$ cat src/rtl/inst_buffer.sv
// -----------------------------------------------------------------------------
// inst_buffer
//
// This is a circular instruction queue that sits between fetch/predecode and the
// backend decoder. Fetch can push up to two instructions per cycle, and the
// decoder can pop up to two per cycle. Each entry carries the instruction, its
// PC, the branch predictor sideband and the fetch-stage exception sideband, so
// the decoder sees exactly what fetch produced, in program order.
//
// Parameters
//   DEPTH          number of entries (power of two, at least 4)
//   DECODER_WIDTH  instructions per push/pop (fixed at 2)
//
// Ports
//   clk                    rising-edge clock
//   rst                    asynchronous reset, active-low
//   flush                  empties the queue on the next edge and hides the
//                          outputs in the current cycle
//   fetch_valid            per-slot push valid (slot 0 is older)
//   fetch_pc/inst          instruction PC and word per slot
//   fetch_pre_taken/addr   predictor taken flag and target per slot
//   fetch_is_exception     fetch exception flags per slot
//   fetch_exception_cause  exception causes per slot
//   pause_decoder          decoder stall; nothing is consumed this cycle
//   pause_buffer           fewer than two free entries; fetch must hold
//   pc/inst/valid/...      show-ahead view of the two oldest entries (slot 0
//                          is oldest). Data reads as zero when its valid is 0.
// -----------------------------------------------------------------------------
module inst_buffer #(
  parameter int DEPTH         = 16,
  parameter int DECODER_WIDTH = 2
) (
  input  logic                                 clk,
  input  logic                                 rst,
  input  logic                                 flush,
  input  logic [DECODER_WIDTH-1:0]             fetch_valid,
  input  logic [DECODER_WIDTH-1:0][31:0]       fetch_pc,
  input  logic [DECODER_WIDTH-1:0][31:0]       fetch_inst,
  input  logic [DECODER_WIDTH-1:0]             fetch_pre_taken,
  input  logic [DECODER_WIDTH-1:0][31:0]       fetch_pre_addr,
  input  logic [DECODER_WIDTH-1:0][1:0]        fetch_is_exception,
  input  logic [DECODER_WIDTH-1:0][1:0][6:0]   fetch_exception_cause,
  input  logic                                 pause_decoder,
  output logic                                 pause_buffer,
  output logic [DECODER_WIDTH-1:0][31:0]       pc,
  output logic [DECODER_WIDTH-1:0][31:0]       inst,
  output logic [DECODER_WIDTH-1:0]             valid,
  output logic [DECODER_WIDTH-1:0]             pre_is_branch_taken,
  output logic [DECODER_WIDTH-1:0][31:0]       pre_branch_addr,
  output logic [DECODER_WIDTH-1:0][1:0]        is_exception,
  output logic [DECODER_WIDTH-1:0][1:0][6:0]   exception_cause
);

  localparam int PTR_W = $clog2(DEPTH);
  localparam int CNT_W = PTR_W + 1;

  // One queue entry: 32 + 32 + 1 + 32 + 2 + 14 = 113 bits.
  typedef struct packed {
    logic [31:0]     pc;
    logic [31:0]     inst;
    logic            taken;
    logic [31:0]     target;
    logic [1:0]      excp;
    logic [1:0][6:0] cause;
  } entry_t;

  entry_t mem [DEPTH];

  logic [PTR_W-1:0] head;
  logic [PTR_W-1:0] tail;
  logic [CNT_W-1:0] count;

  logic [PTR_W-1:0] head_p1;
  logic [PTR_W-1:0] tail_p1;

  entry_t fetch_entry [2];
  entry_t wr_data0;
  entry_t wr_data1;
  logic   push_en;
  logic   wr_en0;
  logic   wr_en1;
  logic [1:0] push_num;
  logic [1:0] pop_num;

  entry_t rd_entry [2];
  logic [DECODER_WIDTH-1:0] valid_int;

  // Pointers are exactly PTR_W bits wide and DEPTH is a power of two, so the
  // +1 wraps from DEPTH-1 to 0. A 2-wide access can therefore straddle the end
  // of the RAM and still stay in order.
  assign head_p1 = head + 1'b1;
  assign tail_p1 = tail + 1'b1;

  // Fetch must hold while fewer than two entries are free. This is derived only
  // from registered state, so it does not depend on what the decoder does in
  // the current cycle.
  assign pause_buffer = (count > CNT_W'(DEPTH - DECODER_WIDTH));

  // Put the fetch slots into entry form so the write and compaction logic can
  // handle whole entries.
  always_comb begin
    for (int k = 0; k < 2; k++) begin
      fetch_entry[k].pc     = fetch_pc[k];
      fetch_entry[k].inst   = fetch_inst[k];
      fetch_entry[k].taken  = fetch_pre_taken[k];
      fetch_entry[k].target = fetch_pre_addr[k];
      fetch_entry[k].excp   = fetch_is_exception[k];
      fetch_entry[k].cause  = fetch_exception_cause[k];
    end
  end

  // Compact the valid fetch slots onto the tail. Whichever valid slot is oldest
  // goes to tail. The second write (to tail+1) is used only when both slots are
  // valid, and it always takes slot 1. A flush or a full queue drops the push.
  assign push_en  = !pause_buffer && !flush;
  assign wr_en0   = push_en && (fetch_valid != '0);
  assign wr_en1   = push_en && (&fetch_valid);
  assign wr_data0 = fetch_valid[0] ? fetch_entry[0] : fetch_entry[1];
  assign wr_data1 = fetch_entry[1];
  assign push_num = push_en ? ({1'b0, fetch_valid[0]} + {1'b0, fetch_valid[1]}) : 2'd0;

  // The entry RAM needs no reset. Stale contents are never visible because
  // valid masks the output data.
  always_ff @(posedge clk) begin
    if (wr_en0) begin
      mem[tail] <= wr_data0;
    end
    if (wr_en1) begin
      mem[tail_p1] <= wr_data1;
    end
  end

  // Show-ahead read of the two oldest entries. valid depends on the pre-edge
  // count, so an entry pushed this cycle appears on the next cycle (there is no
  // bypass). A flush hides everything right away.
  assign valid_int[0] = (count != '0) && !flush;
  assign valid_int[1] = (count >= CNT_W'(DECODER_WIDTH)) && !flush;
  assign valid        = valid_int;

  // Drive the decoder-facing outputs. Data is forced to zero when its slot is
  // not valid, so downstream logic never sees stale RAM contents.
  always_comb begin
    rd_entry[0] = mem[head];
    rd_entry[1] = mem[head_p1];
    for (int k = 0; k < 2; k++) begin
      pc[k]                  = valid_int[k] ? rd_entry[k].pc     : 32'h0;
      inst[k]                = valid_int[k] ? rd_entry[k].inst   : 32'h0;
      pre_is_branch_taken[k] = valid_int[k] ? rd_entry[k].taken  : 1'b0;
      pre_branch_addr[k]     = valid_int[k] ? rd_entry[k].target : 32'h0;
      is_exception[k]        = valid_int[k] ? rd_entry[k].excp   : 2'b00;
      exception_cause[k]     = valid_int[k] ? rd_entry[k].cause  : 14'h0;
    end
  end

  // The decoder consumes every entry it is shown unless it stalls. valid is
  // already zero during a flush, but the explicit flush term keeps the
  // priority easy to see.
  assign pop_num = (!pause_decoder && !flush) ?
                   ({1'b0, valid_int[0]} + {1'b0, valid_int[1]}) : 2'd0;

  // Pointer and occupancy update. Reset clears the queue immediately, without a
  // clock edge. A flush beats any push or pop in the same cycle.
  always_ff @(posedge clk or negedge rst) begin
    if (!rst) begin
      head  <= '0;
      tail  <= '0;
      count <= '0;
    end else if (flush) begin
      head  <= '0;
      tail  <= '0;
      count <= '0;
    end else begin
      head  <= head + PTR_W'(pop_num);
      tail  <= tail + PTR_W'(push_num);
      count <= count + CNT_W'(push_num) - CNT_W'(pop_num);
    end
  end

  // The pause handshake should make overflow impossible. This check confirms
  // it in simulation.
  assert property (@(posedge clk) disable iff (!rst) count <= CNT_W'(DEPTH));

endmodule

$ cat config.mk
export PLATFORM = sky130hd
export DESIGN_NAME = inst_buffer
export DESIGN_NICKNAME = d
export VERILOG_FILES = /design/src/rtl/inst_buffer.sv
export SDC_FILE = /design/constraint.sdc
export NUM_CORES = 2
export LEC_CHECK = 0
export CORE_MARGIN = 2
export CORE_UTILIZATION = 50
export DETAILED_ROUTE_END_ITERATION = 10
export MAX_ROUTING_LAYER = met4
export PLACE_DENSITY = 0.7
export SLEW_MARGIN = 0
export SYNTH_ARGS = -nofsm -noshare
export SYNTH_HDL_FRONTEND = slang
export SYNTH_SLANG_ARGS = --single-unit
$ cat constraint.sdc
create_clock -name clk -period 9.9 [get_ports clk]
set_clock_uncertainty 0.15 [all_clocks]
set_input_delay 1.98 -clock clk [delete_from_list [all_inputs] [get_ports clk]]
set_output_delay 1.98 -clock clk [all_outputs]
set_load 0.02 [all_outputs]
==> flow_metrics.py <==
metrics = {
    "status": {
        "run_status": "finished with violations",
        "violated_checks": "max-capacitance violations, max-slew violations",
    },
    "cells_and_area": {
        "number_of_standard_cells_in_the_layout_taps_in_and_fillers_out": 11240,
        "area_growth_pct": 11.35,
        "final_nets": 8493,
        "layout-drive-gt1-share_pct": 16.58,
        "final_core_utilization_pct": 55.99,
        "commonest_cells_after_routing_fill_and_taps_aside": "sky130_fd_sc_hd__edfxtp_1 (1,808), sky130_fd_sc_hd__nor2_1 (1,706), sky130_fd_sc_hd__a21oi_1 (1,701), sky130_fd_sc_hd__mux4_2 (904), sky130_fd_sc_hd__clkdlybuf4s50_1 (459)",
        "layout.filler_cells": 16610,
        "layout.cells.most_common": "sky130_fd_sc_hd__edfxtp_1",
    },
    "timing": {
        "hold_slack_ns": 0.6185,
        "worst_slew_pin_slew_ns": 1.583,
        "period_minus_slack_ns": 7.874,
        "number_of_pins_with_negative_max_slew_slack_in_the_final_report": 2,
        "min_period_over_period_pct": 79.54,
        "slew_headroom_pct": -6.637,
        "grt_setup_unrepaired": "false",
        "final_hold_viol_count": 0,
        "setup_violations": 0,
        "clock.fmax_mhz": 127.0,
        "fin_tns_setup_ns": 0,
    },
    "routing": {
        "vias": 78040,
        "post_drt_wl_per_cell_um": 32.63,
        "antenna_left": 0,
        "detail_route.vias_per_cell": 6.945,
        "drt_wl_total_mm": 366.6,
        "detailedRoute.firstIterationViolations": 13670,
        "drt_first_pass_iters": 7,
        "post-route-drc-count": 0,
    },
    "worst_setup_path": {
        "worst-setup-path-type": "register to output pin",
        "critical_path_peak_fanout": 91,
        "critPathCaptureType": "output pin",
        "worstSetupStartpointType": "register",
        "crit_arrival_ns": 5.74,
        "worst_ep_required_time_ns": 7.77,
    },
    "floorplanning": {
        "initial_core_util_pct": 50.28,
        "floorplan_die_area_um2": 211900,
        "pin_count": 461,
        "die_h_um": 460.3,
        "die_w_um": 460.3,
        "core_area_um2": 207100,
        "std_cell_rows": 167,
    },
    "power_and_ir_drop": {
        "internal_power_mw": 15.39,
        "power.density_cell_area_nw_per_um2": 191.0,
        "static_leakage_nw": 39.63,
        "power.share.clock_pct": 31.9,
        "power.switching_mw": 6.749,
        "power.combinational.fraction_pct": 27.9,
        "peak_supply_drop_mv": 0.1812,
        "sequentialPowerShare_pct": 40.2,
        "swShare_pct": 30.49,
    },
    "hold_path": {
        "worst_hold_path_type": "register to register",
    },
    "clock_tree": {
        "cts_hold_repair.buffers": 0,
        "post-cts-setup-buffer-count": 0,
        "source_to_sink_clock_delay_at_the_later_pin_of_the_worst_skew_pair_ns": 0.86,
        "cts_num_sinks": 1821,
        "numCtsBuffers": 197,
        "clk_path_buf_depth": 3,
        "tritoncts": "done",
        "ctsResizeCount": 0,
        "cts_max_level": 4,
        "clock-root-buffer": "sky130_fd_sc_hd__clkbuf_16",
        "clkTransAtPathRegs_ns": 0.06,
    },
    "grt": {
        "wire_length_of_the_first_global_routing_pass_mm": 524.4,
        "grt_util_all_layers_pct": 35.22,
        "first_global_vias": 75100,
        "gr-total-overflow": 0,
        "grt_antenna_before_repair": 42,
        "grt_max_degree": 174,
    },
    "placed_design": {
        "port_buffers": 460,
        "dp.final_hpwl_mm": 196.9,
        "placed_cells_incl_taps": 10820,
        "gp_congestion": 0.8653,
    },
    "synthesis": {
        "syn-num-nets": 8760,
        "syn_area_per_cell_um2": 12.24,
        "number_of_enable_flip_flop_cells_after_synthesis": 1808,
        "ys_ff_latch": 1821,
        "postSynth.topFlopCell": "sky130_fd_sc_hd__edfxtp_1",
        "postSynthCellCount": 8507,
        "synth_seq_area_share_pct": 52.46,
        "netlist_area_um2": 104100,
        "synth_cell_type_count": 52,
        "synth_warnings": 0,
        "async_flop_share_pct": 0.7139,
    },
    "run": {
        "cap_violations": 1,
    },
}
## routing by layer
layer | up-vias | GRT usage [%] | part of all wire [%]
li1 | 31910 | - | -
met1 | 38310 | 43.54 | 33
met2 | 6632 | 52.73 | 46
met3 | 1191 | 8.751 | 15
met4 | 0 | 20.78 | 6.6
met5 | - | - | 0
## kinds of logic after synthesis
group / after synthesis / share of synthesized area (%)
AO/OA/AOI/OAI: 2296 / 11.71
AND/OR/NAND/NOR: 1791 / 6.617
adder cells (fa/ha/maj): 21 / 0.2668
XOR/XNOR: 7 / 0.05888
buffers and inverters: 1215 / 4.994
multiplexers: 1356 / 23.90
flip-flops: 1821 / 52.46
## state kept, by name (all words and copies together) (netlist names)
register and cells:
mem 1808, count 5, head 4, tail 4
## stage by stage
step / setup slack (ns) / instance area (um2) / total power, mW
3_3_place_gp: 2.592 / 109700 / 15.04
5_1_grt: 1.748 / 115900 / 22.71
2_1_floorplan: -2.177 / 104100 / 13.12
6_report: 2.026 / 115900 / 22.14
3_5_place_dp: 2.481 / 109700 / 15.12
4_1_cts: 2.006 / 115700 / 22.05
## Yosys cell counts, types with 2 or more instances
cell type / count / share of area (%)
sky130_fd_sc_hd__a31oi_1: 96 / 0.58
sky130_fd_sc_hd__clkbuf_1: 598 / 2.2
sky130_fd_sc_hd__clkbuf_4: 2 / 0.014
sky130_fd_sc_hd__nor4bb_1: 2 / 0.019
sky130_fd_sc_hd__dfrtp_1: 13 / 0.31
sky130_fd_sc_hd__and4bb_2: 2 / 0.024
sky130_fd_sc_hd__mux2i_1: 452 / 4.3
sky130_fd_sc_hd__and4b_1: 3 / 0.029
sky130_fd_sc_hd__nor3b_1: 3 / 0.022
sky130_fd_sc_hd__nand3_1: 2 / 0.0096
sky130_fd_sc_hd__edfxtp_1: 1808 / 52
sky130_fd_sc_hd__nand2_1: 40 / 0.14
sky130_fd_sc_hd__and3_1: 2 / 0.012
sky130_fd_sc_hd__or3_1: 4 / 0.024
sky130_fd_sc_hd__buf_1: 41 / 0.15
sky130_fd_sc_hd__nand2b_1: 5 / 0.030
sky130_fd_sc_hd__a21o_1: 3 / 0.022
sky130_fd_sc_hd__nand3b_1: 2 / 0.014
sky130_fd_sc_hd__nor2_1: 1706 / 6.2
sky130_fd_sc_hd__o2111ai_1: 14 / 0.12
sky130_fd_sc_hd__ha_1: 19 / 0.23
sky130_fd_sc_hd__fa_1: 2 / 0.038
sky130_fd_sc_hd__o21ai_0: 242 / 1.2
sky130_fd_sc_hd__a41oi_1: 17 / 0.14
sky130_fd_sc_hd__nor2b_1: 11 / 0.066
sky130_fd_sc_hd__nor4b_1: 2 / 0.017
sky130_fd_sc_hd__buf_2: 421 / 2.0
sky130_fd_sc_hd__or3b_2: 2 / 0.017
sky130_fd_sc_hd__a21oi_1: 1703 / 8.2
sky130_fd_sc_hd__xnor2_1: 6 / 0.050
sky130_fd_sc_hd__mux4_2: 904 / 20
sky130_fd_sc_hd__a22oi_1: 96 / 0.69
sky130_fd_sc_hd__inv_1: 124 / 0.45
sky130_fd_sc_hd__o211a_1: 2 / 0.019
sky130_fd_sc_hd__o22ai_1: 113 / 0.68
sky130_fd_sc_hd__o21ai_1: 4 / 0.019
sky130_fd_sc_hd__buf_4: 26 / 0.19
## critical path: stages (launching register included)
cell and delay (ns):
sky130_fd_sc_hd__dfrtp_4 0.89, sky130_fd_sc_hd__buf_12 0.55, sky130_fd_sc_hd__buf_4 0.76, sky130_fd_sc_hd__buf_4 0.84, sky130_fd_sc_hd__mux4_2 0.61, sky130_fd_sc_hd__a22oi_1 0.28, sky130_fd_sc_hd__a31oi_1 0.12, sky130_fd_sc_hd__clkdlybuf4s50_1 0.60
## power groups by stage
stage | clock network [mW] | logic [mW] | registers [mW]
floorplan | 0 | 4.07 | 9.05
global placement | 0 | 6.00 | 9.04
detailed placement | 0 | 6.06 | 9.05
CTS | 7.06 | 6.09 | 8.89
global route | 7.35 | 6.45 | 8.91
finish | 7.07 | 6.18 | 8.89
## worst paths after layout
kind	startpoint	to	slack [ns]	cells after the start
worst max-delay path	head[0]	pc[53]	2.03	7
worst min-delay path	count[0]	count[0]	0.62	2
worst max register to register	count[4]	mem[5][63]	4.60	8
worst min register to register	count[0]	count[0]	0.62	2
max in group asynchronous	rst	head[1]	7.53	1
min in group asynchronous	rst	count[0]	1.45	1
## area by class of cell
cell class,count,area [um2],area share (%)
Clock buffer,254,5249,4.527
Multi-Input combinational cell,5471,44870,38.70
Clock inverter,112,737.0,0.6357
Tap cell,2788,3488,3.009
Timing Repair Buffer,623,6379,5.502
Sequential cell,1821,54620,47.12
Inverter,126,480.5,0.4144
Antenna cell,42,105.1,0.09066
(Power assumes the default switching activity.)
